<file path="config.mk">
export PLATFORM = sky130hd
export DESIGN_NAME = npc_ctrl
export DESIGN_NICKNAME = d
export VERILOG_FILES = /design/src/rtl/npc_ctrl.sv
export SDC_FILE = /design/constraint.sdc
export NUM_CORES = 1
export LEC_CHECK = 0
export ABC_AREA = 1
export ABC_CLOCK_PERIOD_IN_PS = 1900
export CORE_ASPECT_RATIO = 1.75
export CORE_UTILIZATION = 41
export CTS_CLUSTER_SIZE = 10
export DETAILED_ROUTE_END_ITERATION = 8
export PLACE_DENSITY = 0.77
export SKIP_CTS_REPAIR_TIMING = 1
export SYNTH_ARGS = -nofsm -noshare
export SYNTH_HDL_FRONTEND = slang
export SYNTH_SLANG_ARGS = --single-unit
</file>
<file path="constraint.sdc">
create_clock -name clk -period 1.9 [get_ports clk]
set_input_delay 0.19 -clock clk [delete_from_list [all_inputs] [get_ports clk]]
set_output_delay 0.19 -clock clk [all_outputs]
set_load 0.005 [all_outputs]
</file>
<file path="src/rtl/npc_ctrl.sv">
// npc_ctrl -- next-PC selection with a one-entry redirect hold across stalls.
// Optional feature: define NPC_ERET_EN to let Eret/EPC redirect fetch.
// Without it, Eret and EPC are accepted on the ports but have no effect.
//
// state | meaning
// RUN   | no redirect held; fetch follows the live requests
// PEND  | one redirect held in pend_addr/pend_pri until the stall clears
module npc_ctrl (
  input  logic        clk,
  input  logic        reset,
  input  logic [31:0] PCOut,
  input  logic        Stall,
  input  logic        BranchTaken,
  input  logic [31:0] BranchTarget,
  input  logic        Jump,
  input  logic [31:0] JumpTarget,
  input  logic        ExcReq,
  input  logic        Eret,
  input  logic [31:0] EPC,
  output logic        PCUpdate,
  output logic [31:0] PCIn,
  output logic        Pending
);

  localparam logic [31:0] RESET_PC = 32'h0000_3000;
  localparam logic [31:0] EXC_PC   = 32'h0000_4180;

  typedef enum logic {RUN = 1'b0, PEND = 1'b1} state_t;

  state_t      state, state_nxt;
  logic [31:0] pend_addr, pend_addr_nxt;
  logic [1:0]  pend_pri, pend_pri_nxt;
  logic [1:0]  req_pri;
  logic [31:0] req_addr;

`ifndef NPC_ERET_EN
  // Eret/EPC stay on the port list so both builds share one interface.
  logic eret_unused;
  assign eret_unused = ^{Eret, EPC};
`endif

  // Pick the highest-priority live request; later assignments win.
  always_comb begin
    req_pri  = 2'd0;
    req_addr = PCOut + 32'd4;
    if (BranchTaken) begin
      req_pri  = 2'd1;
      req_addr = BranchTarget;
    end
    if (Jump) begin
      req_pri  = 2'd1;
      req_addr = JumpTarget;
    end
`ifdef NPC_ERET_EN
    if (Eret) begin
      req_pri  = 2'd2;
      req_addr = EPC;
    end
`endif
    if (ExcReq) begin
      req_pri  = 2'd3;
      req_addr = EXC_PC;
    end
  end

  // Next-state and PC load decisions; exceptions bypass the stall entirely.
  always_comb begin
    state_nxt     = state;
    pend_addr_nxt = pend_addr;
    pend_pri_nxt  = pend_pri;
    PCUpdate      = 1'b0;
    PCIn          = req_addr;
    if (reset) begin
      PCIn = RESET_PC;
    end else if (ExcReq) begin
      PCUpdate     = 1'b1;
      PCIn         = EXC_PC;
      state_nxt    = RUN;
      pend_pri_nxt = 2'd0;
    end else begin
      unique case (state)
        RUN: begin
          if (!Stall) begin
            PCUpdate = 1'b1;
          end else if (req_pri != 2'd0) begin
            state_nxt     = PEND;
            pend_addr_nxt = req_addr;
            pend_pri_nxt  = req_pri;
          end
        end
        PEND: begin
          if (Stall) begin
            PCIn = pend_addr;
            if (req_pri > pend_pri) begin
              pend_addr_nxt = req_addr;
              pend_pri_nxt  = req_pri;
            end
          end else begin
            PCUpdate     = 1'b1;
            PCIn         = (req_pri > pend_pri) ? req_addr : pend_addr;
            state_nxt    = RUN;
            pend_pri_nxt = 2'd0;
          end
        end
        default: state_nxt = RUN;
      endcase
    end
  end

  // State and hold registers with synchronous reset.
  always_ff @(posedge clk) begin
    if (reset) begin
      state     <= RUN;
      pend_addr <= RESET_PC;
      pend_pri  <= 2'd0;
    end else begin
      state     <= state_nxt;
      pend_addr <= pend_addr_nxt;
      pend_pri  <= pend_pri_nxt;
    end
  end

  assign Pending = (state == PEND);

endmodule

</file>
**Word-level counts from Yosys, hierarchy flattened**

Cells that the tools add are included.

- Flip-flop bits (word level): 35
- Input port bits: 135
- Logic and storage cells: 41

- Mux-type cells: 26
- Magnitude comparators: 1
- Reductions and logical operators: 4
- Add/sub/neg operators: 1
- Equal/unequal tests: 4
- Bitwise gates (word level): 2

Operators with widths:

| kind | number |
|---|---|
| $mux W32 | 10 |
| $pmux W32 S2 | 1 |
| $add A32 B3 Y32 const B | 1 |
| $mux W2 | 5 |
| $mux W1 | 8 |
| $ne A2 B2 Y1 const B | 3 |
| $pmux W2 S2 | 1 |
| $reduce_and A4 Y1 | 1 |
| $ne A3 B2 Y1 const B | 1 |
| $reduce_and A3 Y1 | 1 |
| $gt A2 B2 Y1 | 1 |
| $not A1 Y1 | 2 |
| $pmux W1 S2 | 1 |
| $reduce_bool A2 Y1 | 1 |
| $reduce_or A2 Y1 | 1 |

**Depth between registers and ports, before layout**

- Depth after elaboration: 9
- Gate-level depth with buffers: 14

**Least setup slack after synthesis**

OpenSTA, ideal clock, no wires.

- Kind: input port to output port
- From: input BranchTaken
- To: output PCIn[18]
- Slack: -0.071 ns
- Cell stages on the path: 8
- Data arrival time: 1.781 ns
- Path through: nor3_1 > ha_1 > a22oi_2 > clkinv_1 > clkbuf_1 > nand2_1 > nand3_1 > a21oi_1

- Cells in the longest elaborated chain, start to end: 9

Ends and longest elaborated chain:

| element | RTL line | source |
|---|---|---|
| start: declaration | 13 | `input logic BranchTaken,` |
| $mux W1 | 46 | `if (BranchTaken) begin` |
| $mux W1 | 50 | `if (Jump) begin` |
| $mux W2 | 60 | `if (ExcReq) begin` |
| $gt A2 B2 Y1 | 100 | `PCIn = (req_pri > pend_pri) ? req_addr : pend_addr;` |
| $mux W32 | - |  |
| $mux W32 | 92 | `if (Stall) begin` |
| $mux W32 * | 81 | `unique case (state)` |
| $mux W32 * | 75 | `end else if (ExcReq) begin` |
| $mux W32 * | 73 | `if (reset) begin` |
| end: declaration | 21 | `output logic [31:0] PCIn,` |

Every way passes the cells marked *; elsewhere a longest branch is shown, timed or not.

**Worst setup path after layout**

- From: register pend_pri[1]
- To: output PCIn[12]

- Cells in the longest elaborated chain, start to end: 6

Ends and longest elaborated chain:

| element | RTL line | source |
|---|---|---|
| start: declaration | 32 | `logic [1:0] pend_pri, pend_pri_nxt;` |
| start signal: assignment | 119 | `pend_pri <= pend_pri_nxt;` |
| $gt A2 B2 Y1 | 100 |  |
| $mux W32 | - |  |
| $mux W32 | 92 |  |
| $mux W32 | 81 |  |
| $mux W32 | 75 |  |
| $mux W32 | 73 |  |

No other way between the ends.

==> qor.txt <==
CP Buf/Inv Count: 5
Tot GR Track Use: 30.6%
PortBufs: 135
largest net degree at the start of global routing: 38
Post-Layout Cell Count: 1167
Final setup viols: 36
Synth Net Count: 939
area delta synth->final: 76.6%
Max-Cap Viols: 0
Antenna Cells: 0
kind of critical path: flip-flop to output port
Top Ports: 169
skew final: 0.00489 ns
final HPWL from detailed placement: 13100 um
Crit path max-delay family: buffers and inverters
Detailed Route Iter0 Violations: 493
Worst IR Drop VDD: 550 uV
Sink Count: 35
Synth Instances: 800
RSZ-0062 raised after global routing: true
PwrDens: 427 nW/um2
met1 Usage GRT: 32.9%
critical path capture point type: output port
CP cell instances: inv_2 -> ha_4 -> nand2_2 -> a22oi_2 -> buf_4 -> buf_4 -> buf_8 -> nand3_2 -> nand3_1 -> nand3_1 -> nand2_1 -> nand2_1 -> dlymetal6s2s_1
Inst Count DP: 1142
total number of vias: 6680
Yosys warning count: 0
Root Buffer: clkbuf_16
DR DRC count: 0
total power: 3.22 mW
H-tree depth: 2
Final Hold Fails: 0
nets@finish: 1179
initial core utilization: 42.0%
commonest non-fill, non-tap cell in the layout: nand2_1
CP required: 1.71 ns
met3 Use GR: 3.53%
Slew @ Worst Pin: 0.552 ns
Crit path largest cell delay: 0.33 ns
DIE AREA: 10800 um2
gp weighted congestion: 0.940
Hold WC Path Type: flip-flop to flip-flop
layout cells sized above 1: 34.2%
clock buffer depth: 2
initial antenna violation count: 0
Die Span Y: 137 um
row count: 49
TritonCTS buffer count: 5
setup TNS: -10.92 ns
Netlist cell types: 36
Rel. slew slack: 62.9%
failing checks: setup timing
CTS tree: done
GR peak layer: met2
Avg Cell Area, Syn: 5.34 um2
drt via density: 5.72
run status: finished with violations
M2 GR Usage: 57.7%
Seq/Total Area, Yosys: 16.4%
first-pass GRT wire length: 26100 um
die width: 79.1 um
Yosys reg bits: 35
ANT nets after route: 0
maximum clock rate: 432 MHz
GR Overflow Total: 0
crit share post-route: 122%
Lkg Pwr: 3.67 nW
Mapped Area: 4270 um2
crit path time final: 2.31 ns
startpoint types: flip-flop
drt first pass iters: 5
clock-pin transition on the worst setup and hold timing paths: 0.05 ns
fin. max-slew vios: 0
setup ws final: -0.415 ns
Critical Path AT: 2.12 ns
drt wl/cell: 17.1 um
vias in the first global route: 5733
worst-skew pair later-pin latency: 0.29 ns
Worst path slowest cell: dfxtp_2
commonest non-fill, non-tap cells in the layout: nand2_1, buf_4, nand3_1, a21oi_1, clkdlybuf4s50_1
WL final: 19900 um
crit-path max FO: 5
core box area: 10200 um2
-- stage by stage --
stage          cell area [um2]  setup WS, ns  utilization (%)  hold slack [ns]
2_1_floorplan             4270      -0.00272                -            0.435
4_1_cts                   6750        -0.958             66.3            0.467
6_report                  7540        -0.415             74.1            0.480
3_3_place_gp              6600        -0.903             64.9            0.458
5_1_grt                   7540        -0.508             74.1            0.509
3_5_place_dp              6600        -0.955             64.9            0.460
-- worst reg2reg max path: stages (launching register included) --
cell	delay [ns]
dfxtp_2	0.33
inv_2	0.04
ha_4	0.27
nand2_2	0.05
a22oi_2	0.17
buf_6	0.16
buf_6	0.10
buf_6	0.10
buf_6	0.11
buf_12	0.10
nand3_4	0.07
buf_6	0.12
o211ai_1	0.07
nand3_1	0.09
nand2_1	0.06
inv_1	0.03
-- synthesized netlist by cell type --
library cell | number | share of area (%)
nand2_2 | 4 | 0.59
dfxtp_1 | 35 | 16
inv_2 | 1 | 0.088
nand2_1 | 227 | 20
a21boi_0 | 2 | 0.35
o221ai_1 | 3 | 0.62
a22oi_1 | 2 | 0.35
xor2_1 | 7 | 1.4
nor2_4 | 2 | 0.53
a31oi_1 | 2 | 0.29
nor2_1 | 72 | 6.3
o21ai_1 | 1 | 0.12
a21oi_2 | 4 | 0.82
nor3_1 | 2 | 0.23
o21ai_0 | 51 | 6.0
or2_1 | 1 | 0.15
and2_1 | 1 | 0.15
ha_1 | 4 | 1.2
clkbuf_1 | 31 | 2.7
buf_2 | 13 | 1.5
nand3_1 | 109 | 13
and3_1 | 1 | 0.15
nand3b_1 | 1 | 0.18
a211oi_1 | 4 | 0.70
a21oi_1 | 90 | 11
a22oi_2 | 1 | 0.29
xnor2_1 | 3 | 0.62
nand4_1 | 1 | 0.15
or2_2 | 21 | 3.1
clkinv_1 | 2 | 0.18
o2111ai_1 | 1 | 0.21
buf_6 | 2 | 0.53
o22ai_1 | 1 | 0.15
o211ai_1 | 22 | 3.9
inv_1 | 74 | 6.5
nor2_2 | 2 | 0.29
-- layout make-up --
type | count | area (um2)
Sequential cell | 35 | 702
Timing Repair Buffer | 279 | 2560
Clock buffer | 6 | 139
Tap cell | 127 | 159
Multi-Input combinational cell | 642 | 3680
Clock inverter | 1 | 5.00
Inverter | 77 | 295
Fill cell | 798 | 2640
-- state kept, by name (all words and copies together) (netlist names) --
name,cells
pend_addr,32
Pending,1
pend_pri,2
-- layer usage --
metal  wire length (um)  vias to the layer above
li1                   -                     3118
met1               6920                     3016
met2              10200                      451
met3               1790                       95
met4               1040                        0
met5                  0                        -
-- path summary, 6_finish.rpt --
| path | from | to | slack, ns | cells after the start |
|---|---|---|---|---|
| worst max-delay path | pend_pri[1]$_SDFFE_PP0P_ | PCIn[12] | -0.41 | 13 |
| worst min-delay path | pend_addr[21]$_SDFFE_PP0P_ | pend_addr[21]$_SDFFE_PP0P_ | 0.48 | 2 |
| worst max register to register | pend_pri[1]$_SDFFE_PP0P_ | pend_addr[10]$_SDFFE_PP0P_ | -0.07 | 15 |
| worst min register to register | pend_addr[21]$_SDFFE_PP0P_ | pend_addr[21]$_SDFFE_PP0P_ | 0.48 | 2 |
-- cell families after synthesis --
logic type,Yosys count,synth area share [%]
AOI/OAI and AO/OA,184,24.3
xor gates and xnor gates,10,2.05
adders and majority gates,4,1.17
buffers and inverters,123,11.5
DFF,35,16.4
and+or+nand+nor,444,44.5
-- power breakdown --
group	internal, mW	switching [mW]	leakage (nW)	total (mW)
logic	0.755	0.800	3.31	1.56
clock network	0.512	0.326	0.0727	0.837
registers	0.787	0.0434	0.288	0.831
Power figures use the tool's default switching activity.
